--- config.mk ---
export PLATFORM = sky130hd
export DESIGN_NAME = uc_compara_tiros_com_asteroides_flat
export DESIGN_NICKNAME = d
export VERILOG_FILES = /design/src/rtl/astro_pkg.sv /design/src/rtl/uc_compara_tiros_com_asteroides_if.sv /design/src/rtl/contador_mod_n.sv /design/src/rtl/uc_compara_tiros_com_asteroides.sv /design/src/flat_wrapper.sv
export SDC_FILE = /design/constraint.sdc
export NUM_CORES = 1
export LEC_CHECK = 0
export CORE_MARGIN = 5
export CORE_UTILIZATION = 48
export CTS_CLUSTER_SIZE = 20
export DETAILED_ROUTE_END_ITERATION = 12
export HOLD_SLACK_MARGIN = 0.06
export PLACE_DENSITY = 0.9
export SETUP_SLACK_MARGIN = 0.05
export SLEW_MARGIN = 10
export SYNTH_ARGS = -nofsm -noshare
export SYNTH_HDL_FRONTEND = slang
export SYNTH_SLANG_ARGS = --single-unit
--- constraint.sdc ---
create_clock -name clock -period 2.75 [get_ports clock]
set_clock_uncertainty 0.1 [all_clocks]
set_input_delay 0.55 -clock clock [delete_from_list [all_inputs] [get_ports clock]]
set_output_delay 0.55 -clock clock [all_outputs]
set_load 0.005 [all_outputs]
--- src/rtl/astro_pkg.sv ---
// Shared definitions for the asteroid game control units: slot counts, state codes
// and the output bundle of the shot-vs-asteroid collision pass.
package astro_pkg;

   localparam int unsigned N_TIROS      = 4;
   localparam int unsigned N_ASTEROIDES = 16;
   localparam int unsigned W_TIRO       = $clog2(N_TIROS);
   localparam int unsigned W_AST        = $clog2(N_ASTEROIDES);
   localparam int unsigned W_ESTADO     = 5;

   typedef enum logic [W_ESTADO-1:0] {
      INICIO    = 5'd0,
      ESPERA    = 5'd1,
      ZERA      = 5'd2,
      LE        = 5'd3,
      COMPARA   = 5'd4,
      DESTROI   = 5'd5,
      PROX_AST  = 5'd6,
      PROX_TIRO = 5'd7,
      FIM       = 5'd8
   } estado_t;

   localparam logic [W_ESTADO-1:0] DB_INVALIDO = 5'h0F;

   typedef struct packed {
      logic                enable_mem_tiro;
      logic                enable_mem_asteroide;
      logic                new_loaded_tiro;
      logic                new_destruido_asteroide;
      logic                incrementa_pontos;
      logic                fim_compara_tiros_e_asteroides;
      logic [W_ESTADO-1:0] db_estado_compara_tiros;
   } saidas_t;

endpackage

--- src/rtl/uc_compara_tiros_com_asteroides_if.sv ---
// Handshake with the upstream UC plus the shot/asteroid memory ports.
interface uc_compara_tiros_com_asteroides_if;
   import astro_pkg::*;

   logic                sinal_compara_tiros_e_asteroide;
   logic                tiro_loaded;
   logic                asteroide_loaded;
   logic                asteroide_destruido;
   logic                posicao_tiro_igual_asteroide;
   logic [W_TIRO-1:0]   endereco_tiro;
   logic [W_AST-1:0]    endereco_asteroide;
   logic                enable_mem_tiro;
   logic                enable_mem_asteroide;
   logic                new_loaded_tiro;
   logic                new_destruido_asteroide;
   logic                incrementa_pontos;
   logic                fim_compara_tiros_e_asteroides;
   logic [W_ESTADO-1:0] db_estado_compara_tiros;

   modport master (
      input  sinal_compara_tiros_e_asteroide, tiro_loaded, asteroide_loaded,
             asteroide_destruido, posicao_tiro_igual_asteroide,
      output endereco_tiro, endereco_asteroide, enable_mem_tiro, enable_mem_asteroide,
             new_loaded_tiro, new_destruido_asteroide, incrementa_pontos,
             fim_compara_tiros_e_asteroides, db_estado_compara_tiros
   );

   modport slave (
      output sinal_compara_tiros_e_asteroide, tiro_loaded, asteroide_loaded,
             asteroide_destruido, posicao_tiro_igual_asteroide,
      input  endereco_tiro, endereco_asteroide, enable_mem_tiro, enable_mem_asteroide,
             new_loaded_tiro, new_destruido_asteroide, incrementa_pontos,
             fim_compara_tiros_e_asteroides, db_estado_compara_tiros
   );

endinterface

--- src/rtl/contador_mod_n.sv ---
// Modulo-N index counter with synchronous clear and count enable; rco flags the last index.
module contador_mod_n #(
   parameter int unsigned N = 16,
   parameter int unsigned W = 4
) (
   input  logic         clock,
   input  logic         reset,
   input  logic         zera,
   input  logic         conta,
   output logic [W-1:0] Q,
   output logic         rco
);

   localparam logic [W-1:0] ULTIMO = W'(N - 1);

   always_ff @(posedge clock or negedge reset) begin
      if (!reset)     Q <= '0;
      else if (zera)  Q <= '0;
      else if (conta) Q <= (Q == ULTIMO) ? '0 : Q + W'(1);
   end

   assign rco = (Q == ULTIMO);

endmodule

--- src/rtl/uc_compara_tiros_com_asteroides.sv ---
// Collision-pass control unit: sweeps every (shot, asteroid) pair, unloading the shot and
// destroying the asteroid on a hit, then reports completion to the upstream UC.
module uc_compara_tiros_com_asteroides
   import astro_pkg::*;
(
   input  logic                                clock,
   input  logic                                reset,
   uc_compara_tiros_com_asteroides_if.master   bus
);

   estado_t           estado, prox_estado;
   saidas_t           saidas;
   logic              zera_tiro, conta_tiro, zera_ast, conta_ast;
   logic              rco_tiro, rco_ast;
   logic [W_TIRO-1:0] idx_tiro;
   logic [W_AST-1:0]  idx_ast;

   contador_mod_n #(.N(N_TIROS), .W(W_TIRO)) u_cont_tiro (
      .clock (clock), .reset (reset), .zera (zera_tiro), .conta (conta_tiro),
      .Q (idx_tiro), .rco (rco_tiro)
   );

   contador_mod_n #(.N(N_ASTEROIDES), .W(W_AST)) u_cont_ast (
      .clock (clock), .reset (reset), .zera (zera_ast), .conta (conta_ast),
      .Q (idx_ast), .rco (rco_ast)
   );

   always_ff @(posedge clock or negedge reset) begin
      if (!reset) estado <= INICIO;
      else        estado <= prox_estado;
   end

   // Next state and counter control; counters step on the exit edge of their state.
   always_comb begin
      prox_estado = estado;
      zera_tiro   = 1'b0;
      conta_tiro  = 1'b0;
      zera_ast    = 1'b0;
      conta_ast   = 1'b0;
      case (estado)
         INICIO:  prox_estado = ESPERA;
         ESPERA:  if (bus.sinal_compara_tiros_e_asteroide) prox_estado = ZERA;
         ZERA: begin
            zera_tiro   = 1'b1;
            zera_ast    = 1'b1;
            prox_estado = LE;
         end
         LE:      prox_estado = COMPARA;
         COMPARA: begin
            if (!bus.tiro_loaded)
               prox_estado = PROX_TIRO;
            else if (bus.asteroide_loaded && !bus.asteroide_destruido &&
                     bus.posicao_tiro_igual_asteroide)
               prox_estado = DESTROI;
            else
               prox_estado = PROX_AST;
         end
         DESTROI: prox_estado = PROX_TIRO;
         PROX_AST: begin
            if (rco_ast) begin
               prox_estado = PROX_TIRO;
            end else begin
               conta_ast   = 1'b1;
               prox_estado = LE;
            end
         end
         PROX_TIRO: begin
            if (rco_tiro) begin
               prox_estado = FIM;
            end else begin
               conta_tiro  = 1'b1;
               zera_ast    = 1'b1;
               prox_estado = LE;
            end
         end
         FIM:     prox_estado = ESPERA;
         default: prox_estado = INICIO;
      endcase
   end

   // Moore decode of the state register.
   always_comb begin
      saidas                 = '0;
      saidas.new_loaded_tiro = 1'b1;
      case (estado)
         DESTROI: begin
            saidas.enable_mem_tiro         = 1'b1;
            saidas.enable_mem_asteroide    = 1'b1;
            saidas.new_loaded_tiro         = 1'b0;
            saidas.new_destruido_asteroide = 1'b1;
            saidas.incrementa_pontos       = 1'b1;
         end
         FIM:     saidas.fim_compara_tiros_e_asteroides = 1'b1;
         default: ;
      endcase
      case (estado)
         INICIO, ESPERA, ZERA, LE, COMPARA, DESTROI, PROX_AST, PROX_TIRO, FIM:
                  saidas.db_estado_compara_tiros = estado;
         default: saidas.db_estado_compara_tiros = DB_INVALIDO;
      endcase
   end

   assign bus.endereco_tiro                  = idx_tiro;
   assign bus.endereco_asteroide             = idx_ast;
   assign bus.enable_mem_tiro                = saidas.enable_mem_tiro;
   assign bus.enable_mem_asteroide           = saidas.enable_mem_asteroide;
   assign bus.new_loaded_tiro                = saidas.new_loaded_tiro;
   assign bus.new_destruido_asteroide        = saidas.new_destruido_asteroide;
   assign bus.incrementa_pontos              = saidas.incrementa_pontos;
   assign bus.fim_compara_tiros_e_asteroides = saidas.fim_compara_tiros_e_asteroides;
   assign bus.db_estado_compara_tiros        = saidas.db_estado_compara_tiros;

endmodule

--- src/flat_wrapper.sv ---
// flat-port wrapper written by rule: the top's interface ports become plain ports
module uc_compara_tiros_com_asteroides_flat import astro_pkg::*;
  (clock, reset, bus_sinal_compara_tiros_e_asteroide, bus_tiro_loaded, bus_asteroide_loaded, bus_asteroide_destruido, bus_posicao_tiro_igual_asteroide, bus_endereco_tiro, bus_endereco_asteroide, bus_enable_mem_tiro, bus_enable_mem_asteroide, bus_new_loaded_tiro, bus_new_destruido_asteroide, bus_incrementa_pontos, bus_fim_compara_tiros_e_asteroides, bus_db_estado_compara_tiros);
  uc_compara_tiros_com_asteroides_if bus_i ();
  input  logic clock;
  input  logic reset;
  input wire logic [$bits(bus_i.sinal_compara_tiros_e_asteroide)-1:0] bus_sinal_compara_tiros_e_asteroide;
  input wire logic [$bits(bus_i.tiro_loaded)-1:0] bus_tiro_loaded;
  input wire logic [$bits(bus_i.asteroide_loaded)-1:0] bus_asteroide_loaded;
  input wire logic [$bits(bus_i.asteroide_destruido)-1:0] bus_asteroide_destruido;
  input wire logic [$bits(bus_i.posicao_tiro_igual_asteroide)-1:0] bus_posicao_tiro_igual_asteroide;
  output wire logic [$bits(bus_i.endereco_tiro)-1:0] bus_endereco_tiro;
  output wire logic [$bits(bus_i.endereco_asteroide)-1:0] bus_endereco_asteroide;
  output wire logic [$bits(bus_i.enable_mem_tiro)-1:0] bus_enable_mem_tiro;
  output wire logic [$bits(bus_i.enable_mem_asteroide)-1:0] bus_enable_mem_asteroide;
  output wire logic [$bits(bus_i.new_loaded_tiro)-1:0] bus_new_loaded_tiro;
  output wire logic [$bits(bus_i.new_destruido_asteroide)-1:0] bus_new_destruido_asteroide;
  output wire logic [$bits(bus_i.incrementa_pontos)-1:0] bus_incrementa_pontos;
  output wire logic [$bits(bus_i.fim_compara_tiros_e_asteroides)-1:0] bus_fim_compara_tiros_e_asteroides;
  output wire logic [$bits(bus_i.db_estado_compara_tiros)-1:0] bus_db_estado_compara_tiros;
  assign bus_i.sinal_compara_tiros_e_asteroide = bus_sinal_compara_tiros_e_asteroide;
  assign bus_i.tiro_loaded = bus_tiro_loaded;
  assign bus_i.asteroide_loaded = bus_asteroide_loaded;
  assign bus_i.asteroide_destruido = bus_asteroide_destruido;
  assign bus_i.posicao_tiro_igual_asteroide = bus_posicao_tiro_igual_asteroide;
  assign bus_endereco_tiro = bus_i.endereco_tiro;
  assign bus_endereco_asteroide = bus_i.endereco_asteroide;
  assign bus_enable_mem_tiro = bus_i.enable_mem_tiro;
  assign bus_enable_mem_asteroide = bus_i.enable_mem_asteroide;
  assign bus_new_loaded_tiro = bus_i.new_loaded_tiro;
  assign bus_new_destruido_asteroide = bus_i.new_destruido_asteroide;
  assign bus_incrementa_pontos = bus_i.incrementa_pontos;
  assign bus_fim_compara_tiros_e_asteroides = bus_i.fim_compara_tiros_e_asteroides;
  assign bus_db_estado_compara_tiros = bus_i.db_estado_compara_tiros;
  uc_compara_tiros_com_asteroides u_core (.clock(clock), .reset(reset), .bus(bus_i));
endmodule
==> out/metrics.cfg <==
[global_routing]
globalRouteMet1Util_pct=17.17
grt.total_usage_pct=14.32
overflow=0
top_usage_layer=met2
grt_pass1_vias=636
grt_pass1_wl_um=2766
grt_max_degree=18
antenna_found_initial=0
grtUsageMet2_pct=23.39
met3_usage_pct=6.024

[floorplan]
die_area_um2=2448
start_util_pct=50.25
rows=14
io_pins=24
die_x_um=49.48
fp.coreArea_um2=1489
die_height_um=49.48

[job]
max_cap_viol_count=0

[setup_path]
cp_max_fo=13
worstSetupPathType=reg2out
critPathCapture=bus_new_destruido_asteroide
timing.rr.start=u_core.estado[1]
endpoint_kind=primary output
crit_family=buffers and inverters
path_depth=4
cp_slowest_cell=clkdlybuf4s50_1
worstPathRequired_ns=2.10
reg2reg_setup_slack_ns=1.20
critPathBufInv=2
crit_arrival_ns=1.92
cpPeakStageDelay_ns=0.51
startpoint_type=flop
critPathLaunch=u_core.estado[3]
r2r_cells=3
crit_chain=nand2b_1, or3_1, inv_1, clkdlybuf4s50_1
regToRegEndpoint=u_core.u_cont_ast.Q[3]

[logic_synthesis]
muxShareOfSynthArea_pct=1.338
synthAdderAreaFrac_pct=3.344
syn_inst=82
synth_top_area_cell=dfrtp_1
yosysSeqAreaShare_pct=33.44
synth_compound_area_share_pct=20.57
ys_ff_latch=10
syn_avg_cell_area_um2=9.125
synthDominantCellAreaShare_pct=33.44
synth_top_family_by_area=simple AND/OR/NAND/NOR gates
synth_fp_nets=91
synth_area_um2=748.2
synth_xor_area_share_pct=0
synth_simple_gate_area_share_pct=28.26
yosysUniqueCellTypes=33
ys_warn_count=0
ys_top_cells_by_area=dfrtp_1, a21oi_1, and4b_1, buf_4, nand4bb_4

[cells_and_area]
layout_commonest_cell=clkdlybuf4s50_1
layout-drive-gt1-share_pct=12.00
area_delta_synth_final_pct=29.43
final_nets=110
final_cell_mix=clkdlybuf4s50_1, dfrtp_1, a21oi_1
diodes=0

[timing]
rsz0062_at_grt=false
timing.final.crit_share_pct=93.37
finalSetupTns_ns=0
timing.hold.ws_ns=0.4764
setup_violations=0
hold_violations=0
max_freq_mhz=389.5
post-route-min-period_ns=2.568
maxSlewViolCount=0

[power_and_ir_drop]
p_per_area_nw_per_um2=986.3
leakage_nw=0.4155
ir_worst_vdd_mv=0.6010
seqPwrFrac_pct=27.5
clock_power_share_pct=13.9
power_frac_comb_pct=58.5
p_switching_mw=0.3780
switching_share_pct=39.57
p_int_mw=0.5772

[placed_design]
dp_hpwl_um=1214
gp_congestion=0.7690
port-buffer-count=22

[routing]
vias=671
vias_per_cell=5.784
dr.first_iter.drc_count=9
drt-total-wl_um=1609
drc=0
ant_nets=0
firstDrtPassIters=4
routedWlPerCell_um=13.87

[clock_network]
cts_buffer_depth=2
cts_hold_buf=0
cts_tree=done
cts_resized=0
numClockSinks=10
clkTransAtPathRegs_ns=0.07
cts-htree-levels=1
post_cts_buffers=0
insertion_delay_ns=0.27
cts_root_buffer=clkbuf_4
cts-buffers-inserted=3

[status]
outcome=finished clean

[hold_path]
hp-class=in2async

==> worst min-delay path by stage <==
stage | startpoint | endpoint | slack, ns | cells after the start
global placement | u_core.u_cont_ast.Q[1] | u_core.u_cont_ast.Q[1] | 0.48 | 2
finish | reset | u_core.u_cont_ast.Q[0] | 0.48 | 1
detailed placement | u_core.u_cont_tiro.Q[1] | u_core.u_cont_tiro.Q[1] | 0.49 | 2
global route | reset | u_core.u_cont_ast.Q[0] | 0.51 | 1
CTS | reset | u_core.u_cont_tiro.Q[1] | 0.49 | 1
floorplan | reset | u_core.estado[0] | 0.15 | 0
==> per-layer routing <==
layer	part of all wire (%)	vias to the layer above
met5	0	-
met4	1.1	0
met3	6.0	4
met2	49	23
met1	43	308
li1	-	336
==> cells in the mapped netlist <==
cell	n
a2111oi_0	1
a21o_1	2
a21oi_1	7
a21oi_2	1
a22oi_1	1
a311o_1	1
a311oi_1	1
a31oi_1	1
and3_1	2
and4b_1	3
and4bb_2	2
buf_2	3
buf_4	4
buf_6	2
clkbuf_1	1
conb_1	1
dfrtp_1	10
ha_1	2
inv_1	6
mux2i_1	1
nand2_1	3
nand2b_1	3
nand3b_1	3
nand4bb_4	1
nor2b_1	1
nor3_1	4
nor4_1	2
o21a_1	1
o21ai_0	4
o21bai_1	1
o22ai_1	3
or2_2	2
or3_1	2
==> logic make-up after synthesis <==
| logic type | Yosys count |
|---|---|
| adders and majority gates | 2 |
| muxes | 1 |
| AOI/OAI and AO/OA | 24 |
| DFF | 10 |
| buffers and inverters | 16 |
| and+or+nand+nor | 28 |
| other | 1 |
==> area by class of cell <==
cell class | instances | area [um^2]
clock buffer | 4 | 36.28
tap | 16 | 20.02
multi-input combinational | 56 | 404.1
sequential | 10 | 250.2
timing repair buffer | 24 | 235.2
fill | 116 | 520.5
inverter | 6 | 22.52
==> state kept, by name, summed over array words and instances (netlist names) <==
signal and count:
u_core.estado 4, u_core.u_cont_ast.Q 4, u_core.u_cont_tiro.Q 2
==> stage by stage <==
step           instance area, um^2  setup WS (ns)  instances  total power, mW  util, %
6_report                     968.4         0.1824        116           0.9552    65.04
3_3_place_gp                 932.1         0.4929        112           0.8054    62.61
2_1_floorplan                748.2         0.8702         82           0.6401        -
5_1_grt                      968.4        0.08518        116            1.044    65.04
3_5_place_dp                 932.1         0.4604        112           0.8278    62.61
4_1_cts                      968.4         0.1724        116           0.9633    65.04
==> power by group through the flow <==
stage	registers (mW)	clock network, mW	logic, mW
floorplan	0.249	0	0.391
global placement	0.261	0	0.544
detailed placement	0.265	0	0.562
CTS	0.263	0.136	0.564
global route	0.274	0.149	0.621
finish	0.263	0.133	0.559
(Power assumes the default switching activity.)
